## src/rtl/fft_frame_packer_pkg.sv

```systemverilog
// fft_pkg: shared FFT front-end defaults, complex sample type and counter-width helper.
package fft_pkg;
  localparam int FFT_SIZE_DEFAULT = 1024;
  localparam int DATA_WIDTH_DEFAULT = 16;
  typedef struct packed {
    logic [DATA_WIDTH_DEFAULT-1:0] imag;
    logic [DATA_WIDTH_DEFAULT-1:0] re;
  } fft_cplx_t;
  function automatic int cnt_width(input int n);
    return (n > 1) ? $clog2(n) : 1;
  endfunction
endpackage

```

## src/rtl/fft_frame_packer_if.sv

```systemverilog
// fft_frame_packer_if: AXI-stream data channel toward the FFT core's s_axis_data port.
interface fft_frame_packer_if #(parameter int DATA_WIDTH = 16);
  logic [2*DATA_WIDTH-1:0] tdata;
  logic tvalid;
  logic tlast;
  logic tready;
  modport master(output tdata, tvalid, tlast, input tready);
  modport slave(input tdata, tvalid, tlast, output tready);
endinterface

```

## src/rtl/fft_frame_packer_sync_fifo.sv

```systemverilog
// sync_fifo: first-word-fall-through FIFO with registered occupancy count.
module sync_fifo
  import fft_pkg::*;
#(
  parameter int WIDTH = 16,
  parameter int DEPTH = 16
) (
  input  logic             clk,
  input  logic             rst,
  input  logic             push,
  input  logic [WIDTH-1:0] din,
  input  logic             pop,
  output logic [WIDTH-1:0] dout,
  output logic             full,
  output logic             empty
);
  localparam int AW = cnt_width(DEPTH);
  logic [WIDTH-1:0] mem [DEPTH];
  logic [AW-1:0] wr_ptr, rd_ptr;
  logic [AW:0] count;
  logic do_push, do_pop;
  // Flags come from the registered count, so a full FIFO refuses a push even when a pop happens that cycle.
  assign full = count == (AW+1)'(DEPTH);
  assign empty = count == '0;
  assign do_push = push && !full;
  assign do_pop = pop && !empty;
  assign dout = empty ? '0 : mem[rd_ptr];
  always_ff @(posedge clk) begin
    if (rst) begin
      wr_ptr <= '0;
      rd_ptr <= '0;
      count <= '0;
    end else begin
      if (do_push) begin
        mem[wr_ptr] <= din;
        wr_ptr <= wr_ptr + 1'b1;
      end
      if (do_pop) rd_ptr <= rd_ptr + 1'b1;
      count <= count + (AW+1)'(do_push) - (AW+1)'(do_pop);
    end
  end
endmodule

```

## src/rtl/fft_frame_packer.sv

```systemverilog
// fft_frame_packer: decimates, buffers and frames signed audio samples into complex AXI-stream beats.
module fft_frame_packer
  import fft_pkg::*;
#(
  parameter int SAMPLE_WIDTH = 8,
  parameter int DATA_WIDTH = DATA_WIDTH_DEFAULT,
  parameter int FFT_SIZE = FFT_SIZE_DEFAULT,
  parameter int FIFO_DEPTH = 16
) (
  input  logic                    clk_in,
  input  logic                    rst_in,
  input  logic [SAMPLE_WIDTH-1:0] sample_in,
  input  logic                    sample_valid_in,
  input  logic [3:0]              decim_in,
  fft_frame_packer_if.master      m_axis,
  output logic                    overflow_out,
  output logic [15:0]             frame_count_out
);
  localparam int BW = cnt_width(FFT_SIZE);
  logic [3:0] dcnt;
  logic [BW-1:0] beat;
  logic keep, wrap, full, empty, xfer;
  logic signed [DATA_WIDTH-1:0] ext;
  logic [DATA_WIDTH-1:0] re, head;
  assign wrap = decim_in <= 4'd1 || dcnt >= decim_in - 4'd1;
  assign keep = sample_valid_in && (decim_in <= 4'd1 || dcnt == '0);
  assign ext = DATA_WIDTH'(signed'(sample_in));
  assign re = ext << (DATA_WIDTH - SAMPLE_WIDTH);
  sync_fifo #(.WIDTH(DATA_WIDTH), .DEPTH(FIFO_DEPTH)) u_fifo (
    .clk(clk_in),
    .rst(rst_in),
    .push(keep),
    .din(re),
    .pop(xfer),
    .dout(head),
    .full(full),
    .empty(empty)
  );
  assign m_axis.tvalid = !empty;
  assign m_axis.tdata = {{DATA_WIDTH{1'b0}}, head};
  assign m_axis.tlast = !empty && beat == BW'(FFT_SIZE - 1);
  assign xfer = m_axis.tvalid && m_axis.tready;
  always_ff @(posedge clk_in) begin
    if (rst_in) begin
      dcnt <= '0;
      beat <= '0;
      frame_count_out <= '0;
      overflow_out <= 1'b0;
    end else begin
      if (sample_valid_in) dcnt <= wrap ? '0 : dcnt + 4'd1;
      if (keep && full) overflow_out <= 1'b1;
      if (xfer) begin
        beat <= m_axis.tlast ? '0 : beat + 1'b1;
        if (m_axis.tlast) frame_count_out <= frame_count_out + 16'd1;
      end
    end
  end
endmodule

```

## src/flat_wrapper.sv

```systemverilog
// flat-port wrapper written by rule: the top's interface ports become plain ports
module fft_frame_packer_flat import fft_pkg::*;
#(
  parameter int SAMPLE_WIDTH = 8,
  parameter int DATA_WIDTH = DATA_WIDTH_DEFAULT,
  parameter int FFT_SIZE = FFT_SIZE_DEFAULT,
  parameter int FIFO_DEPTH = 16
)
  (clk_in, rst_in, sample_in, sample_valid_in, decim_in, overflow_out, frame_count_out, m_axis_tdata, m_axis_tvalid, m_axis_tlast, m_axis_tready);
  fft_frame_packer_if #(.DATA_WIDTH(DATA_WIDTH)) m_axis_i ();
  input  logic clk_in;
  input  logic rst_in;
  input  logic [SAMPLE_WIDTH-1:0] sample_in;
  input  logic sample_valid_in;
  input  logic [3:0] decim_in;
  output logic overflow_out;
  output logic [15:0] frame_count_out;
  output wire logic [$bits(m_axis_i.tdata)-1:0] m_axis_tdata;
  output wire logic [$bits(m_axis_i.tvalid)-1:0] m_axis_tvalid;
  output wire logic [$bits(m_axis_i.tlast)-1:0] m_axis_tlast;
  input wire logic [$bits(m_axis_i.tready)-1:0] m_axis_tready;
  assign m_axis_tdata = m_axis_i.tdata;
  assign m_axis_tvalid = m_axis_i.tvalid;
  assign m_axis_tlast = m_axis_i.tlast;
  assign m_axis_i.tready = m_axis_tready;
  fft_frame_packer #(.SAMPLE_WIDTH(SAMPLE_WIDTH), .DATA_WIDTH(DATA_WIDTH), .FFT_SIZE(FFT_SIZE), .FIFO_DEPTH(FIFO_DEPTH)) u_core (.clk_in(clk_in), .rst_in(rst_in), .sample_in(sample_in), .sample_valid_in(sample_valid_in), .decim_in(decim_in), .m_axis(m_axis_i), .overflow_out(overflow_out), .frame_count_out(frame_count_out));
endmodule
```

## config.mk

```make
export PLATFORM = sky130hd
export DESIGN_NAME = fft_frame_packer_flat
export DESIGN_NICKNAME = d
export VERILOG_FILES = /design/src/rtl/fft_frame_packer_pkg.sv /design/src/rtl/fft_frame_packer_if.sv /design/src/rtl/fft_frame_packer_sync_fifo.sv /design/src/rtl/fft_frame_packer.sv /design/src/flat_wrapper.sv
export SDC_FILE = /design/constraint.sdc
export NUM_CORES = 1
export LEC_CHECK = 0
export CELL_PAD_IN_SITES_DETAIL_PLACEMENT = 1
export CELL_PAD_IN_SITES_GLOBAL_PLACEMENT = 1
export CORE_MARGIN = 3
export CORE_UTILIZATION = 48
export DETAILED_ROUTE_END_ITERATION = 12
export GPL_TIMING_DRIVEN = 0
export PLACE_DENSITY_LB_ADDON = 0.1
export SYNTH_ARGS = -nofsm -noshare
export SYNTH_HDL_FRONTEND = slang
export SYNTH_SLANG_ARGS = --single-unit
```

## constraint.sdc

```tcl
create_clock -name clk_in -period 4 [get_ports clk_in]
set_input_delay 0.4 -clock clk_in [delete_from_list [all_inputs] [get_ports clk_in]]
set_output_delay 0.4 -clock clk_in [all_outputs]
set_load 0.01 [all_outputs]
```

==> reports/results.txt, run 1 <==
Clk Latency, worst-skew pair -> 0.43 ns
Hold Vio Cnt, Final -> 0
Hold Crit Depth -> 2
Seq pwr share -> 0.436
Synth Register Bits -> 176
Post-synth top area share -> 0.5011
Comb power frac -> 0.228
Final HPWL DP -> 11,630 um
DR vias/cell -> 5.435
CTS Sinks -> 176
Vias in the first global route -> 4,936
Setup-failing EPs final -> 0
Startpoint Class -> flop
Register-to-register setup slack -> 0.65 ns
Nets -> 651
Max-cap violation count -> 0
Number of port buffers -> 42
TritonCTS clock tree -> done
Area of the multi-input gates -> 2606 um^2
Starting Density -> 0.4972
GRT Overall Usage -> 0.2019
CTS max path bufs -> 2
Placeable Area -> 15,430 um^2
Run status -> completed
Area leader, netlist -> edfxtp_1
Most frequent cells after synthesis -> 128 x edfxtp_1, 48 x dfxtp_1, 32 x mux4_2, 30 x a21oi_1, 27 x nor2_1
Primary FF master, synth -> edfxtp_1
Reg2Reg Depth -> 14
Initial antenna violation count -> 0
Hold EP -> u_core.overflow_out
Synth-to-Final Area Change -> 17.63%
# DRC -> 0
Distinct cell type count after synthesis -> 40
First-pass GRT wire length -> 27,370 um
CTS H-Tree Depth -> 4
Fraction of layout cells with a size suffix above 1 -> 0.1805
Routed len/inst -> 20.18 um
NetSw -> 1295 uW
Ports -> 67
Hold crit path type -> flop to flop
Synthesized cell area -> 7671 um^2
CP max FO -> 10
Die area -> 17,530 um^2
Via count -> 4,549
Peak Freq -> 284.9 MHz
Sw frac -> 0.2722
CP Class -> flop to primary output
Number of DRC markers in iteration 0 -> 243
Crit path DAT -> 3.11 ns
Fin area -> 9024 um^2
Sequential-to-total area share from yosys stat -> 0.6263
Num rows -> 45
Antenna diode instance count -> 0
Largest net degree at the start of global routing -> 17
Max IR drop VDD -> 0.0003430 V
Clk slew on worst S/H paths -> 0.06 ns
Leak -> 0.003099 uW
CP required -> 3.60 ns
Placed Area -> 8442 um^2
Final Max Tran Viols -> 0
Clock share of power -> 0.337
Number of synthesis warnings -> 0
GRT Residual Overflow -> 0
Count leader, synth -> edfxtp_1
Die Y -> 132.4 um
Worst Max-Slew Pin Slew -> 0.8497 ns
Drt first pass iters -> 6
Worst Hold Launch -> u_core.overflow_out
Cell-internal power -> 3463 uW
Storage cell area -> 4805 um^2
Pre-CTS setup slack -> -0.1708 ns
Cell Pwr Density -> 527.3 nW/um^2
Die width -> 132.4 um
RR Startpoint -> u_core.u_fifo.count[3]
Slew HR -> 0.4258
Tcrit/Tclk final -> 0.8774
Asr flop ratio synth -> 0
RSZ-0062 raised after global routing -> no
Clock root buffer -> clkbuf_16
Post-Route WL -> 16,890 um
Post-DRT Antenna Nets -> 0
Fin util -> 0.5849
Setup Skew -> 0.009179 ns
Synth area leaders -> edfxtp_1 50%, dfxtp_1 13%, mux4_2 9.4%, ha_1 3.4%, buf_4 2.3%
Mapped Avg Cell Area -> 14.53 um^2
Tmin final -> 3.510 ns
Fillers -> 1,533
Number of synthesized flops with an enable pin -> 128
Post-CTS Hold Fix Bufs -> 0
Final setup margin -> 0.4904 ns
Post-Syn Instances -> 528
Worst reg2reg endpoint -> u_core.u_fifo.count[4]
Worst Setup End Kind -> primary output
GP Congestion -> 0.7913
TritonCTS buffer count -> 17
## cell families after synthesis
group	share of synthesized area
compound gates	0.04795
xor+xnor	0.02284
buf+inv	0.04583
mux	0.1241
simple gates	0.09558
flops	0.6263
other cells	0.0004888
fa+ha+maj	0.03686
## layer usage
| metal | track usage | vias to the layer above | routed length (um) |
|---|---|---|---|
| met2 | 0.3474 | 90 | 8848 |
| met1 | 0.2581 | 2297 | 7199 |
| met3 | 0.03688 | 22 | 527 |
| met4 | 0.07159 | 0 | 317 |
| met5 | 0 | - | 0 |
| li1 | - | 2140 | - |
## flip-flops by register name, indices dropped and copies added (netlist names), named ones only
register and count:
u_core.beat 10, u_core.dcnt 4, u_core.frame_count_out 16, u_core.overflow_out 1, u_core.u_fifo.count 5, u_core.u_fifo.mem 128
u_core.u_fifo.rd_ptr 4, u_core.u_fifo.wr_ptr 4
## worst max-delay path, cell delays in order, from the launching register on
cell and delay [ns]:
dfxtp_1 0.32, clkbuf_1 0.31, clkbuf_1 0.54, mux4_2 0.41
mux2_2 0.30, o21ai_0 0.18, a21oi_1 0.10, clkdlybuf4s50_1 0.53
## final cells by class
type / count / area share
sequential: 176 / 0.5324
inverter: 18 / 0.007488
clock inverter: 14 / 0.01553
multi-input combinational: 309 / 0.2888
tap: 211 / 0.02926
timing repair buffer: 43 / 0.04742
clock buffer: 18 / 0.04756
buffer: 48 / 0.03148
## metrics by stage
step                cells  hold WS (ns)  setup TNS, ns  power (uW)
detailed placement    804        0.4541        -0.1708        3200
global route          837        0.5156              0        4991
global placement      804        0.4484       -0.06114        3137
floorplan             551        0.4537              0        2813
finish                837        0.4789              0        4758
CTS                   836        0.4902              0        4801
## worst max-delay path by stage
stage                                  end  slack [ns]  cells past startpoint
floorplan           u_core.u_fifo.count[4]        0.87                     15
global placement    u_core.u_fifo.count[4]       -0.06                     16
detailed placement  u_core.u_fifo.count[4]       -0.17                     16
CTS                 u_core.u_fifo.count[4]        0.27                     16
global route        u_core.u_fifo.count[4]        0.10                     16
finish                    m_axis_tdata[10]        0.49                      7
## power by group through the flow
stage                     Clock (uW)  Sequential (uW)  Combinational [uW]
after floorplan                    0             2100                 715
after global placement             0             2110                1030
after detailed placement           0             2110                1090
after CTS                       1640             2070                1090
after global routing            1710             2080                1200
final                           1600             2070                1080
## cell usage in the layout, fill, tap and decap left out, types with 11 or more instances in the layout
master,n
a21oi_1,30
and3_1,15
buf_2,11
buf_4,25
clkbuf_1,14
clkbuf_16,17
clkdlybuf4s50_1,42
conb_1,24
dfxtp_1,48
edfxtp_1,128
ha_1,21
inv_1,17
mux2i_1,13
mux4_2,32
nand3_1,14
nand4_1,11
nor2_1,27
o21ai_0,12
o31ai_1,14
or4_1,15
xor2_1,11
## repair_timing
item,CTS,global route
setup endpoints to repair,0,1
resized for setup,0,1
setup buffers,0,1
Power figures use the tool's default switching activity.
==> run 2, diff against run 1 <==
--- a/config.mk
+++ b/config.mk
@@ -8,7 +8,7 @@
 export CELL_PAD_IN_SITES_DETAIL_PLACEMENT = 1
 export CELL_PAD_IN_SITES_GLOBAL_PLACEMENT = 1
 export CORE_MARGIN = 3
-export CORE_UTILIZATION = 48
+export CORE_UTILIZATION = 35
 export DETAILED_ROUTE_END_ITERATION = 12
 export GPL_TIMING_DRIVEN = 0
 export PLACE_DENSITY_LB_ADDON = 0.1
==> run 2 against run 1 <==
Worst setup slack got worse by 0.078 ns. Wire length is 3.4% higher. Clock power up 6%. First-iteration DRC count is 12% lower. Sequential power about the same. Via count shrank 0.37%. Highest routed layer unchanged.
==> reports/results.txt, run 2 (same netlist as run 1, synthesis figures left out) <==
Run status -> completed
Antenna diode instance count -> 0
Fraction of layout cells with a size suffix above 1 -> 0.1837
Cell Pwr Density -> 529.9 nW/um^2
CP peak stage delay -> 0.44 ns
Crit path max-delay family -> adder cells
Worst Setup End Kind -> flop
Leak -> 0.003110 uW
GRT Overall Usage -> 0.1536
Startpoint Class -> primary input
Ports -> 67
Setup-failing EPs final -> 0
Seq pwr share -> 0.428
Initial antenna violation count -> 0
Placeable Area -> 21,290 um^2
Most common cell after layout, fill and taps aside -> edfxtp_1
Fin util -> 0.4292
Number of DRC markers in iteration 0 -> 214
Highest-count cells in the layout ignoring fill and taps -> 128 x edfxtp_1, 48 x dfxtp_1, 42 x clkdlybuf4s50_1, 32 x mux4_2, 30 x a21oi_1
RSZ-0062 raised after global routing -> no
Die width -> 154.0 um
Final HPWL DP -> 11,880 um
NetSw -> 1350 uW
Final setup margin -> 0.4126 ns
Post-CTS Hold Fix Bufs -> 0
Cell-internal power -> 3490 uW
DR vias/cell -> 5.030
Worst Max-Slew Pin Slew -> 0.8334 ns
GRT Residual Overflow -> 0
Largest regs -> u_core.u_fifo.mem x128, u_core.frame_count_out x16, u_core.beat x10
Vias in the first global route -> 4,990
Die Y -> 154.0 um
Die area -> 23,730 um^2
Sw frac -> 0.2790
TritonCTS buffer count -> 17
CP max FO -> 10
Critical path's slowest cell -> clkdlybuf4s50_1
Tmin final -> 3.587 ns
# DRC -> 0
Placed Area -> 8522 um^2
Critical path buffers and inverters -> 5
Largest net degree at the start of global routing -> 18
Post-DRT Antenna Nets -> 0
Setup Skew -> 0.01340 ns
Num rows -> 53
Number of port buffers -> 42
Via count -> 4,532
CTS Sinks -> 176
Critical path, cell by cell -> clkdlybuf4s50_1 -> inv_1 -> ha_1 -> or2_2 -> a22oi_1 -> nor3b_2 -> clkbuf_1 -> inv_1 -> ha_1 -> inv_1 -> ha_1 -> fa_1 -> a21oi_1 -> nor2_1 -> or3_1 -> a21oi_1
Pre-CTS setup slack -> -0.3286 ns
TritonCTS clock tree -> done
Peak Freq -> 278.8 MHz
Routed len/inst -> 19.38 um
Slew HR -> 0.4368
CP Class -> primary input to flop
Setup TNS -> 0 ns
Starting Density -> 0.3604
Drt first pass iters -> 4
Max FFs per register -> 128
Hold Vio Cnt, Final -> 0
Final Max Tran Viols -> 0
Max-cap violation count -> 0
GP Congestion -> 0.7814
Tcrit/Tclk final -> 0.8969
CTS H-Tree Depth -> 4
CTS max path bufs -> 2
Fin area -> 9136 um^2
Clock root buffer -> clkbuf_16
Fillers -> 2,138
Clk slew on worst S/H paths -> 0.07 ns
Clk Latency, worst-skew pair -> 0.43 ns
Nets -> 651
Comb power frac -> 0.223
Hold crit path type -> flop to flop
CP required -> 4.35 ns
Crit path DAT -> 3.94 ns
Clock share of power -> 0.349
Post-Route WL -> 17,460 um
First-pass GRT wire length -> 28,150 um
Synth-to-Final Area Change -> 19.10%
Most flop-heavy register -> u_core.u_fifo.mem
Max IR drop VDD -> 0.0002949 V
-- run 2: cell count changes in the layout (fill, tap and decap cells not counted), sizes merged --
cell / before / now
inv: 21 / 27
clkinvlp: 1 / 2
clkinv: 8 / 1
-- run 2: repair_timing --
action,in CTS,in global routing
endpoints found under the setup margin,0,1
buffers inserted,0,1
gates resized for setup,0,1
endpoints found under the hold margin,0,0
-- run 2: worst paths after layout --
kind	startpoint	end	depth (start not counted)	slack, ns
min	u_core.overflow_out	u_core.overflow_out	2	0.46
max	decim_in[0]	u_core.u_fifo.count[4]	16	0.41
min reg2reg	u_core.overflow_out	u_core.overflow_out	2	0.46
max reg2reg	u_core.u_fifo.count[2]	u_core.u_fifo.count[4]	14	0.58
-- run 2: area by class of cell --
| class | count | area (um^2) | share of cell area |
|---|---|---|---|
| Sequential cell | 176 | 4805 | 0.5259 |
| Multi-Input combinational cell | 309 | 2606 | 0.2853 |
| Clock buffer | 18 | 429.2 | 0.04697 |
| Timing Repair Buffer | 43 | 427.9 | 0.04684 |
| Tap cell | 275 | 344.1 | 0.03766 |
| Buffer | 48 | 284.0 | 0.03109 |
| Clock inverter | 14 | 172.7 | 0.01890 |
| Inverter | 18 | 67.56 | 0.007395 |
-- run 2: per-layer routing --
layer,routed length (um),track usage,up-vias
met5,0,0,-
met4,189,0.04542,0
met3,445,0.03574,12
met2,8958,0.2614,72
met1,7870,0.1957,2304
li1,-,-,2144
-- run 2: worst min-delay path: cells and delay by family (launching register included) --
| kind | cells | cell delay, ns |
|---|---|---|
| AOI/OAI and AO/OA | 1 | 0.05 |
| buffers and inverters | 1 | 0.05 |
| DFF | 1 | 0.32 |
-- run 2: power by group through the flow --
stage	logic [uW]	clock network, uW	registers, uW
final	1080	1690	2070
after global routing	1200	1830	2080
after CTS	1090	1740	2070
after detailed placement	1090	0	2110
after global placement	1060	0	2110
after floorplan	715	0	2100
-- run 2: through the flow --
stage | hold WS (ns) | power [uW] | instances
after floorplan | 0.4537 | 2813 | 551
after global placement | 0.4607 | 3171 | 868
after detailed placement | 0.4620 | 3203 | 868
after CTS | 0.4727 | 4906 | 900
after global routing | 0.5014 | 5106 | 901
final | 0.4613 | 4841 | 901
==> run 3, diff against run 2 <==
--- a/config.mk
+++ b/config.mk
@@ -5,9 +5,10 @@
 export SDC_FILE = /design/constraint.sdc
 export NUM_CORES = 1
 export LEC_CHECK = 0
+export CAP_MARGIN = 15
 export CELL_PAD_IN_SITES_DETAIL_PLACEMENT = 1
 export CELL_PAD_IN_SITES_GLOBAL_PLACEMENT = 1
-export CORE_MARGIN = 3
+export CORE_MARGIN = 5
 export CORE_UTILIZATION = 35
 export DETAILED_ROUTE_END_ITERATION = 12
 export GPL_TIMING_DRIVEN = 0
==> run 3 against run 2 <==
Sequential share of layout area grew 0.11 points. Maximum frequency grew 1.3%. Critical path depth is the same. Largest cell class unchanged. Largest power group unchanged.
==> reports/results.txt, run 3 (same netlist as run 1, synthesis figures left out) <==
Die Y -> 158.0 um
Startpoint Class -> primary input
Max IR drop VDD -> 0.0002948 V
Final HPWL DP -> 11,820 um
Reg2Reg Depth -> 14
Number of DRC markers in iteration 0 -> 158
CP required -> 4.36 ns
Highest-count cells in the layout ignoring fill and taps -> 128 x edfxtp_1, 48 x dfxtp_1, 42 x clkdlybuf4s50_1, 32 x mux4_2, 30 x a21oi_1
Final Max Tran Viols -> 0
Cell Pwr Density -> 525.3 nW/um^2
Synth-to-Final Area Change -> 18.85%
Most flop-heavy register -> u_core.u_fifo.mem
Starting Density -> 0.3537
Initial antenna violation count -> 0
Fin util -> 0.4204
Hold Crit Depth -> 2
Final setup margin -> 0.4570 ns
Largest net degree at the start of global routing -> 20
CTS Sinks -> 176
RSZ-0062 raised after global routing -> no
Vias in the first global route -> 4,966
Worst Setup End Kind -> flop
Leak -> 0.003110 uW
Antenna diode instance count -> 0
CTS max path bufs -> 2
Clk slew on worst S/H paths -> 0.07 ns
Setup-failing EPs final -> 0
Hold Vio Cnt, Final -> 0
Most common cell after layout, fill and taps aside -> edfxtp_1
Post-Route WL -> 17,250 um
TritonCTS clock tree -> done
GRT Overall Usage -> 0.1453
Num rows -> 54
Pre-CTS setup slack -> -0.2428 ns
WHS -> 0.4606 ns
GRT Residual Overflow -> 0
CP Class -> primary input to flop
CP max FO -> 10
Tmin final -> 3.543 ns
CTS H-Tree Depth -> 4
Hold crit path type -> flop to flop
Nets -> 651
Peak Freq -> 282.2 MHz
Tcrit/Tclk final -> 0.8857
TritonCTS buffer count -> 17
Routed len/inst -> 19.04 um
Via count -> 4,537
Run status -> completed
GP Congestion -> 0.7207
DR vias/cell -> 5.008
Worst Max-Slew Pin Slew -> 0.9199 ns
Setup TNS -> 0 ns
Post-DRT Antenna Nets -> 0
Clock root buffer -> clkbuf_16
Max FFs per register -> 128
Die width -> 158.0 um
Largest regs -> u_core.u_fifo.mem x128, u_core.frame_count_out x16, u_core.beat x10
Number of port buffers -> 42
First-pass GRT wire length -> 27,270 um
Crit path DAT -> 3.90 ns
Max-cap violation count -> 0
Die area -> 24,980 um^2
Ports -> 67
# DRC -> 0
Placeable Area -> 21,690 um^2
Setup Skew -> 0.01585 ns
Fraction of layout cells with a size suffix above 1 -> 0.1853
Slew HR -> 0.3784
Drt first pass iters -> 4
Clk Latency, worst-skew pair -> 0.45 ns
Design Power -> 4789 uW
-- run 3: changes by cell type in the layout (fill, tap and decap cells not counted) --
cell and change:
clkbuf_1 -1, clkinv_8 +1, inv_8 +4, clkinvlp_4 -2, clkinv_2 +2, inv_6 -2, bufinv_16 -2
-- run 3: what timing repair did --
item                       in CTS  in global routing
setup buffers                   0                  1
gates resized for setup         0                  1
setup endpoints to repair       0                  1
hold endpoints to repair        0                  0
hold buffers                    0                  0
-- run 3: worst paths after layout --
path / from / end / slack (ns)
worst min-delay path: u_core.overflow_out / u_core.overflow_out / 0.46
worst min register to register: u_core.overflow_out / u_core.overflow_out / 0.46
worst max register to register: u_core.u_fifo.count[2] / u_core.u_fifo.count[4] / 0.58
worst max-delay path: decim_in[0] / u_core.u_fifo.count[4] / 0.46
-- run 3: area by class of cell --
class,instances,area (um^2)
fill,2230,12570
sequential,176,4805
multi-input combinational,309,2606
timing repair buffer,43,427.9
clock buffer,17,425.4
tap,280,350.3
buffer,48,284.0
clock inverter,15,151.4
inverter,18,67.56
-- run 3: report_power, final --
group	internal, uW	total, uW	switching, uW
clock	838	1630	796
combinational	523	1090	564
sequential	2020	2070	48.1
-- run 3: metrics by stage --
step                      instance area (um^2)  instances
final                                     9117        906
after global routing                      9117        906
after CTS                                 9105        905
after detailed placement                  8528        873
after global placement                    8528        873
after floorplan                           7757        551
-- run 3: layer usage --
metal  global-route usage  share of wire  routed length, um  vias up
met5                    0              0                  0        -
met4              0.04752          0.014                236        0
met3              0.03089          0.035                608       18
met2               0.2560           0.52               8916       73
met1               0.1781           0.43               7487     2303
li1                     -              -                  -     2143
-- run 3: worst max-delay path: stages --
cell and delay, ns:
clkdlybuf4s50_1 0.45, inv_1 0.10, ha_1 0.17, or2_2 0.13, a22oi_1 0.14, nor3b_2 0.41, clkbuf_1 0.37, inv_1 0.09
ha_1 0.29, inv_1 0.04, ha_1 0.20, fa_1 0.41, a21oi_1 0.16, nor2_1 0.07, or3_1 0.34, a21oi_1 0.14
